[src/rtl/timer_pkg.sv]
`default_nettype none
// ============================================================================
//  Module      : timer_pkg
//  Description : Shared types, digit limits and the preset conversion helper
//                for the MM:SS BCD countdown timer.
//  Revision    : 1.0 - initial release
// ============================================================================
package timer_pkg;

    // Timer modes; the encoding is fixed so the state register width is known.
    typedef enum logic [1:0] {
        ST_IDLE  = 2'd0,
        ST_RUN   = 2'd1,
        ST_PAUSE = 2'd2,
        ST_DONE  = 2'd3
    } state_t;

    typedef logic [3:0] bcd_t;

    // Largest value each digit position can hold.
    localparam int unsigned c_ONES_MAX = 9;
    localparam int unsigned c_TENS_MAX = 5;

    // Converts a 0-59 value into {tens, ones} BCD digits.
    function automatic logic [7:0] to_bcd2(input int unsigned value);
        return {bcd_t'(value / 10), bcd_t'(value % 10)};
    endfunction

endpackage
`default_nettype wire

[src/rtl/bcd_digit_down.sv]
`default_nettype none
// ============================================================================
//  Module      : bcd_digit_down
//  Description : One BCD digit of a down-counting borrow chain. Wraps from 0
//                to MAX on a decrement and signals a borrow to the next digit.
//  Ports       : clk, reset  - clock, synchronous active-high reset
//                load        - reload load_val (same effect as reset)
//                load_val    - value restored on reset/load
//                dec_en      - decrement this digit on the next edge
//                borrow_out  - dec_en while the digit is 0 (combinational)
//                digit       - registered digit value
//  Revision    : 1.0 - initial release
// ============================================================================
module bcd_digit_down
    import timer_pkg::*;
#(
    parameter int unsigned MAX = 9
) (
    input  logic clk,
    input  logic reset,
    input  logic load,
    input  bcd_t load_val,
    input  logic dec_en,
    output logic borrow_out,
    output bcd_t digit
);

    localparam bcd_t c_MAX = bcd_t'(MAX);

    bcd_t r_digit;

    // Reset returns to the preset rather than zero so the whole timer comes
    // out of reset showing the session length.
    always_ff @(posedge clk) begin
        if (reset || load) begin
            r_digit <= load_val;
        end else if (dec_en) begin
            r_digit <= (r_digit == 4'd0) ? c_MAX : r_digit - 4'd1;
        end
    end

    assign borrow_out = dec_en && (r_digit == 4'd0);
    assign digit      = r_digit;

endmodule
`default_nettype wire

[src/rtl/countdown_timer_bcd.sv]
`default_nettype none
// ============================================================================
//  Module      : countdown_timer_bcd
//  Description : MM:SS session countdown timer for the VGA overlay. Divides
//                clk down to a 1 Hz tick, decrements a four-digit BCD chain
//                and flags expiry at 00:00.
//  Ports       : clk, reset          - clock, synchronous active-high reset
//                start / stop / load - one-cycle command pulses
//                tick_1Hz            - pulse on every seconds decrement
//                sec_1s .. min_10s   - BCD digits of the remaining time
//                running / expired   - high in RUN / high in DONE
//  Revision    : 1.0 - initial release
// ============================================================================
module countdown_timer_bcd
    import timer_pkg::*;
#(
    parameter int unsigned CLK_HZ    = 40_000_000,
    parameter int unsigned START_MIN = 5,
    parameter int unsigned START_SEC = 0
) (
    input  logic       clk,
    input  logic       reset,
    input  logic       start,
    input  logic       stop,
    input  logic       load,
    output logic       tick_1Hz,
    output logic [3:0] sec_1s,
    output logic [3:0] sec_10s,
    output logic [3:0] min_1s,
    output logic [3:0] min_10s,
    output logic       running,
    output logic       expired
);

    if (CLK_HZ < 2) begin : g_chk_clk_hz
        $error("countdown_timer_bcd: CLK_HZ must be at least 2");
    end
    if (START_MIN > 59) begin : g_chk_start_min
        $error("countdown_timer_bcd: START_MIN must be 0..59");
    end
    if (START_SEC > 59) begin : g_chk_start_sec
        $error("countdown_timer_bcd: START_SEC must be 0..59");
    end

    // Guarded so an illegal CLK_HZ reports the check above instead of a
    // zero-width vector.
    localparam int unsigned         c_PS_W   = (CLK_HZ > 1) ? $clog2(CLK_HZ) : 1;
    // CLK_HZ-1 is always below 2**c_PS_W, so this cast keeps every bit.
    localparam logic [c_PS_W-1:0]   c_PS_MAX = c_PS_W'(CLK_HZ - 1);
    localparam logic [c_PS_W-1:0]   c_PS_ONE = c_PS_W'(1);
    // Digit order, low nibble first: sec_1s, sec_10s, min_1s, min_10s.
    localparam logic [15:0]         c_PRESET = {to_bcd2(START_MIN), to_bcd2(START_SEC)};
    localparam logic                c_PRESET_ZERO = (c_PRESET == 16'd0);

    state_t              r_state;
    state_t              w_state_next;
    logic [c_PS_W-1:0]   r_prescale;
    logic                r_tick;
    logic                r_running;
    logic                r_expired;
    logic                w_wrap;
    logic                w_last;
    logic                w_dec;
    logic                w_tick_d;
    logic                w_running_d;
    logic                w_expired_d;
    logic [4:0]          w_borrow;
    logic [15:0]         w_digits;
    logic                w_borrow_unused;

    assign w_wrap = (r_prescale == c_PS_MAX);
    // 00:01 is the only value whose decrement lands on 00:00.
    assign w_last = (w_digits == 16'h0001);
    // load and stop both outrank the decrement on a wrap edge.
    assign w_dec  = (r_state == ST_RUN) && !load && !stop && w_wrap;

    assign w_borrow[0] = w_dec;

    for (genvar i = 0; i < 4; i++) begin : g_digit
        bcd_digit_down #(
            .MAX ((i % 2 == 0) ? c_ONES_MAX : c_TENS_MAX)
        ) u_digit (
            .clk        (clk),
            .reset      (reset),
            .load       (load),
            .load_val   (c_PRESET[4*i +: 4]),
            .dec_en     (w_borrow[i]),
            .borrow_out (w_borrow[i+1]),
            .digit      (w_digits[4*i +: 4])
        );
    end

    // min_10s never borrows: DONE is entered at 00:00 before it could.
    assign w_borrow_unused = w_borrow[4];

    // ------------------------------------------------------------------
    // State register and registered outputs
    // ------------------------------------------------------------------
    always_ff @(posedge clk) begin
        if (reset) begin
            r_state   <= ST_IDLE;
            r_tick    <= 1'b0;
            r_running <= 1'b0;
            r_expired <= 1'b0;
        end else begin
            r_state   <= w_state_next;
            r_tick    <= w_tick_d;
            r_running <= w_running_d;
            r_expired <= w_expired_d;
        end
    end

    // Prescaler only advances on RUN edges without a stop, so a pause keeps
    // the partial second, including a pending wrap at CLK_HZ-1.
    always_ff @(posedge clk) begin
        if (reset || load) begin
            r_prescale <= '0;
        end else if ((r_state == ST_RUN) && !stop) begin
            r_prescale <= w_wrap ? '0 : r_prescale + c_PS_ONE;
        end
    end

    // ------------------------------------------------------------------
    // Next state: load > stop > start
    // ------------------------------------------------------------------
    always_comb begin
        w_state_next = r_state;
        if (load) begin
            w_state_next = ST_IDLE;
        end else begin
            case (r_state)
                ST_IDLE: begin
                    if (!stop && start) begin
                        w_state_next = c_PRESET_ZERO ? ST_DONE : ST_RUN;
                    end
                end
                ST_RUN: begin
                    if (stop) begin
                        w_state_next = ST_PAUSE;
                    end else if (w_wrap && w_last) begin
                        w_state_next = ST_DONE;
                    end
                end
                ST_PAUSE: begin
                    if (!stop && start) begin
                        w_state_next = ST_RUN;
                    end
                end
                ST_DONE: begin
                    w_state_next = ST_DONE;
                end
                default: begin
                    w_state_next = ST_IDLE;
                end
            endcase
        end
    end

    // ------------------------------------------------------------------
    // Output decode from the next state, so the flags line up with the
    // digits that are updated on the same edge.
    // ------------------------------------------------------------------
    always_comb begin
        w_tick_d    = w_dec;
        w_running_d = (w_state_next == ST_RUN);
        w_expired_d = (w_state_next == ST_DONE);
    end

    assign tick_1Hz = r_tick;
    assign running  = r_running;
    assign expired  = r_expired;
    assign sec_1s   = w_digits[3:0];
    assign sec_10s  = w_digits[7:4];
    assign min_1s   = w_digits[11:8];
    assign min_10s  = w_digits[15:12];

endmodule
`default_nettype wire

[config.mk]
export PLATFORM = sky130hd
export DESIGN_NAME = countdown_timer_bcd
export DESIGN_NICKNAME = d
export VERILOG_FILES = /design/src/rtl/timer_pkg.sv /design/src/rtl/bcd_digit_down.sv /design/src/rtl/countdown_timer_bcd.sv
export SDC_FILE = /design/constraint.sdc
export NUM_CORES = 1
export LEC_CHECK = 0
export CORE_UTILIZATION = 45
export CTS_CLUSTER_DIAMETER = 80
export DETAILED_ROUTE_END_ITERATION = 16
export HOLD_SLACK_MARGIN = 0.1
export MAX_ROUTING_LAYER = met4
export PLACE_DENSITY = 0.66
export SLEW_MARGIN = 20
export SYNTH_ARGS = -nofsm -noshare
export SYNTH_HDL_FRONTEND = slang
export SYNTH_SLANG_ARGS = --single-unit
[constraint.sdc]
create_clock -name clk -period 2.9 [get_ports clk]
set_clock_uncertainty 0.1 [all_clocks]
set_input_delay 0.58 -clock clk [delete_from_list [all_inputs] [get_ports clk]]
set_output_delay 0.58 -clock clk [all_outputs]
set_load 0.01 [all_outputs]
==> results.cfg <==
[place]
globalplace.congestion = 0.7797
dp_hpwl_mm = 3.923
port_buffers = 23
place_area_sq_mm = 0.002728

[grt]
antenna_found_initial = 0
grt_overflow = 0
first_global_vias = 1935
grtUsageTotal = 0.2248
grt_pass1_wl_mm = 9.335
grt_max_degree = 17

[power]
total_power_mw = 1.093
p_leak_nw = 0.8134
pwr_density_cell_mw_per_mm2 = 388.2
irDropWorstVdd_mv = 0.2229

[detailed_routing]
drcViolationCount = 0
dr_total_vias = 2261
dr.pass1.iters = 4
dr.first_iter.drc_count = 150
avgViaCountPerCell = 6.013
wl_per_cell_microns = 15.19
wirelength_mm = 5.712
drtAntennaViolNets = 0

[synthesis]
synth_edf_count = 0
synthTopCellsByArea = dfxtp_1, or4_1, a21oi_1
yosysSeqAreaShare = 0.3994
synth.distinct_cells = 40
ys_warn_count = 0
avgSynthCellArea_sq_um = 8.444
synth-seq-cells = 47
yosysMostFrequentCell = dfxtp_1
yosysTopAreaCellShare = 0.3994
async_flop_share = 0
synth_top_cell_by_area = dfxtp_1
synth_ff_type = dfxtp_1
synthCells = 279
syn_area_sq_mm = 0.002356
synth_fp_nets = 285
synth_commonest_cells = dfxtp_1, nand2_1, a21oi_1

[timing]
finalSetupViolCount = 0
max_freq_mhz = 367.8
finalHoldViolCount = 0
drv_slew = 0
fin_crit_sh = 0.9376
slew_headroom = 0.6823
rsz0062_at_grt = no
worst_pin_slew_ns = 0.4755
min_period_ns = 2.719

[run_status]
status = finished, final reports clean

[finish]
layout-drive-gt1-share = 0.1003
design_area_sq_mm = 0.002815
nets = 315
insertedDiodeCount = 0
area.growth.synth_to_final_pct = 19.49

[clocking]
root_buffer = clkbuf_8
clk_path_buf_depth = 2
cts_buffers = 5
cts_sinks = 47
postCtsResizedCells = 0
htreeDepth = 2
path_clk_slew_ns = 0.09
cts_tree = built
holdBufCountCts = 0
clkLatencyLatePin_ns = 0.29
post_cts_buffers = 0

[setup_path]
worstSetupPathType = in -> reg
arrival_ns = 2.84
endpoint_kind = flop
r2r_cells = 4
startpoint_type = input port
required_ns = 3.02
crit_path_max_fanout = 15

[floorplan]
fp-row-count = 25
start_util = 0.4828
io_pins = 24
fp.dieArea_sq_mm = 0.005529
die_height_microns = 74.36
fp.dieW_microns = 74.36
core_sq_mm = 0.004880

[hold_path]
hold_depth = 2
hold_path_class = reg -> reg

[run]
maxCapViolations = 0
==> cell families after synthesis <==
kind of cell | synth area share
XOR/XNOR | 0.01487
flip-flops | 0.3994
AO/OA/AOI/OAI | 0.1827
AND/OR/NAND/NOR | 0.3303
multiplexers | 0.02974
buffers and inverters | 0.03770
adder cells (fa/ha/maj) | 0.005310
==> layer usage <==
metal,vias up,global-route usage,wire (microns)
li1,1133,-,-
met1,1067,0.3230,2912
met2,59,0.3303,2558
met3,2,0.04878,232
met4,0,0.03354,9
met5,-,-,0
==> layout by cell type (no fill, tap or decap), drive strengths merged, types with 2 or more instances in the layout <==
cell type       n
dfxtp          47
nand2          24
a21oi          23
clkdlybuf4s50  23
or4            19
or3            17
buf            17
nor2           16
nand3          13
o21ai          13
o31ai          13
nand4           8
nor4            8
mux2i           7
nor3            6
clkbuf          6
inv             5
and4            4
o311ai          4
and2            4
o41ai           4
nor4b           4
nand4b          3
o211ai          3
or2             2
a211o           2
xnor2           2
xor2            2
==> layout make-up <==
type / count / area, sq um
Clock buffer: 6 / 82.58
Clock inverter: 1 / 5.005
Fill cell: 483 / 2064
Inverter: 5 / 18.77
Multi-Input combinational cell: 210 / 1326
Sequential cell: 47 / 940.9
Tap cell: 67 / 83.83
Timing Repair Buffer: 40 / 357.8
==> path summary, 6_finish.rpt <==
check	from	end	slack (ns)
setup / recovery	stop	r_prescale[20]	0.18
hold / removal	g_digit[3].u_digit.digit[3]	g_digit[3].u_digit.digit[3]	0.36
setup reg to reg	g_digit[0].u_digit.digit[1]	running	0.45
hold reg to reg	g_digit[3].u_digit.digit[3]	g_digit[3].u_digit.digit[3]	0.36
==> stage by stage <==
| step | hold WS, ns | TNS, ns | cells | utilization | setup WS (ns) |
|---|---|---|---|---|---|
| floorplan | 0.3471 | 0 | 279 | - | 0.4845 |
| global placement | 0.3464 | -0.07005 | 369 | 0.5590 | -0.03617 |
| detailed placement | 0.3467 | -0.3879 | 369 | 0.5590 | -0.09104 |
| CTS | 0.3661 | 0 | 376 | 0.5769 | 0.2074 |
| global route | 0.4023 | 0 | 376 | 0.5769 | 0.09174 |
| finish | 0.3614 | 0 | 376 | 0.5769 | 0.1809 |
==> power by group <==
part	internal (mW)	total, mW	switching (mW)
logic	0.0183	0.0451	0.0268
registers	0.646	0.647	0.00108
clock network	0.188	0.401	0.213
==> worst max-delay path: stages <==
cell and delay [ns]:
clkdlybuf4s50_1 0.45, or3b_1 0.45, or4_1 0.49, buf_4 0.20, or4_1 0.51, a21oi_1 0.16
==> registers in the layout, indices dropped and copies added (netlist names) <==
register	cells
tick_1Hz	1
r_state	2
expired	1
running	1
g_digit.u_digit.digit	16
r_prescale	26
Power figures use the tool's default switching activity.
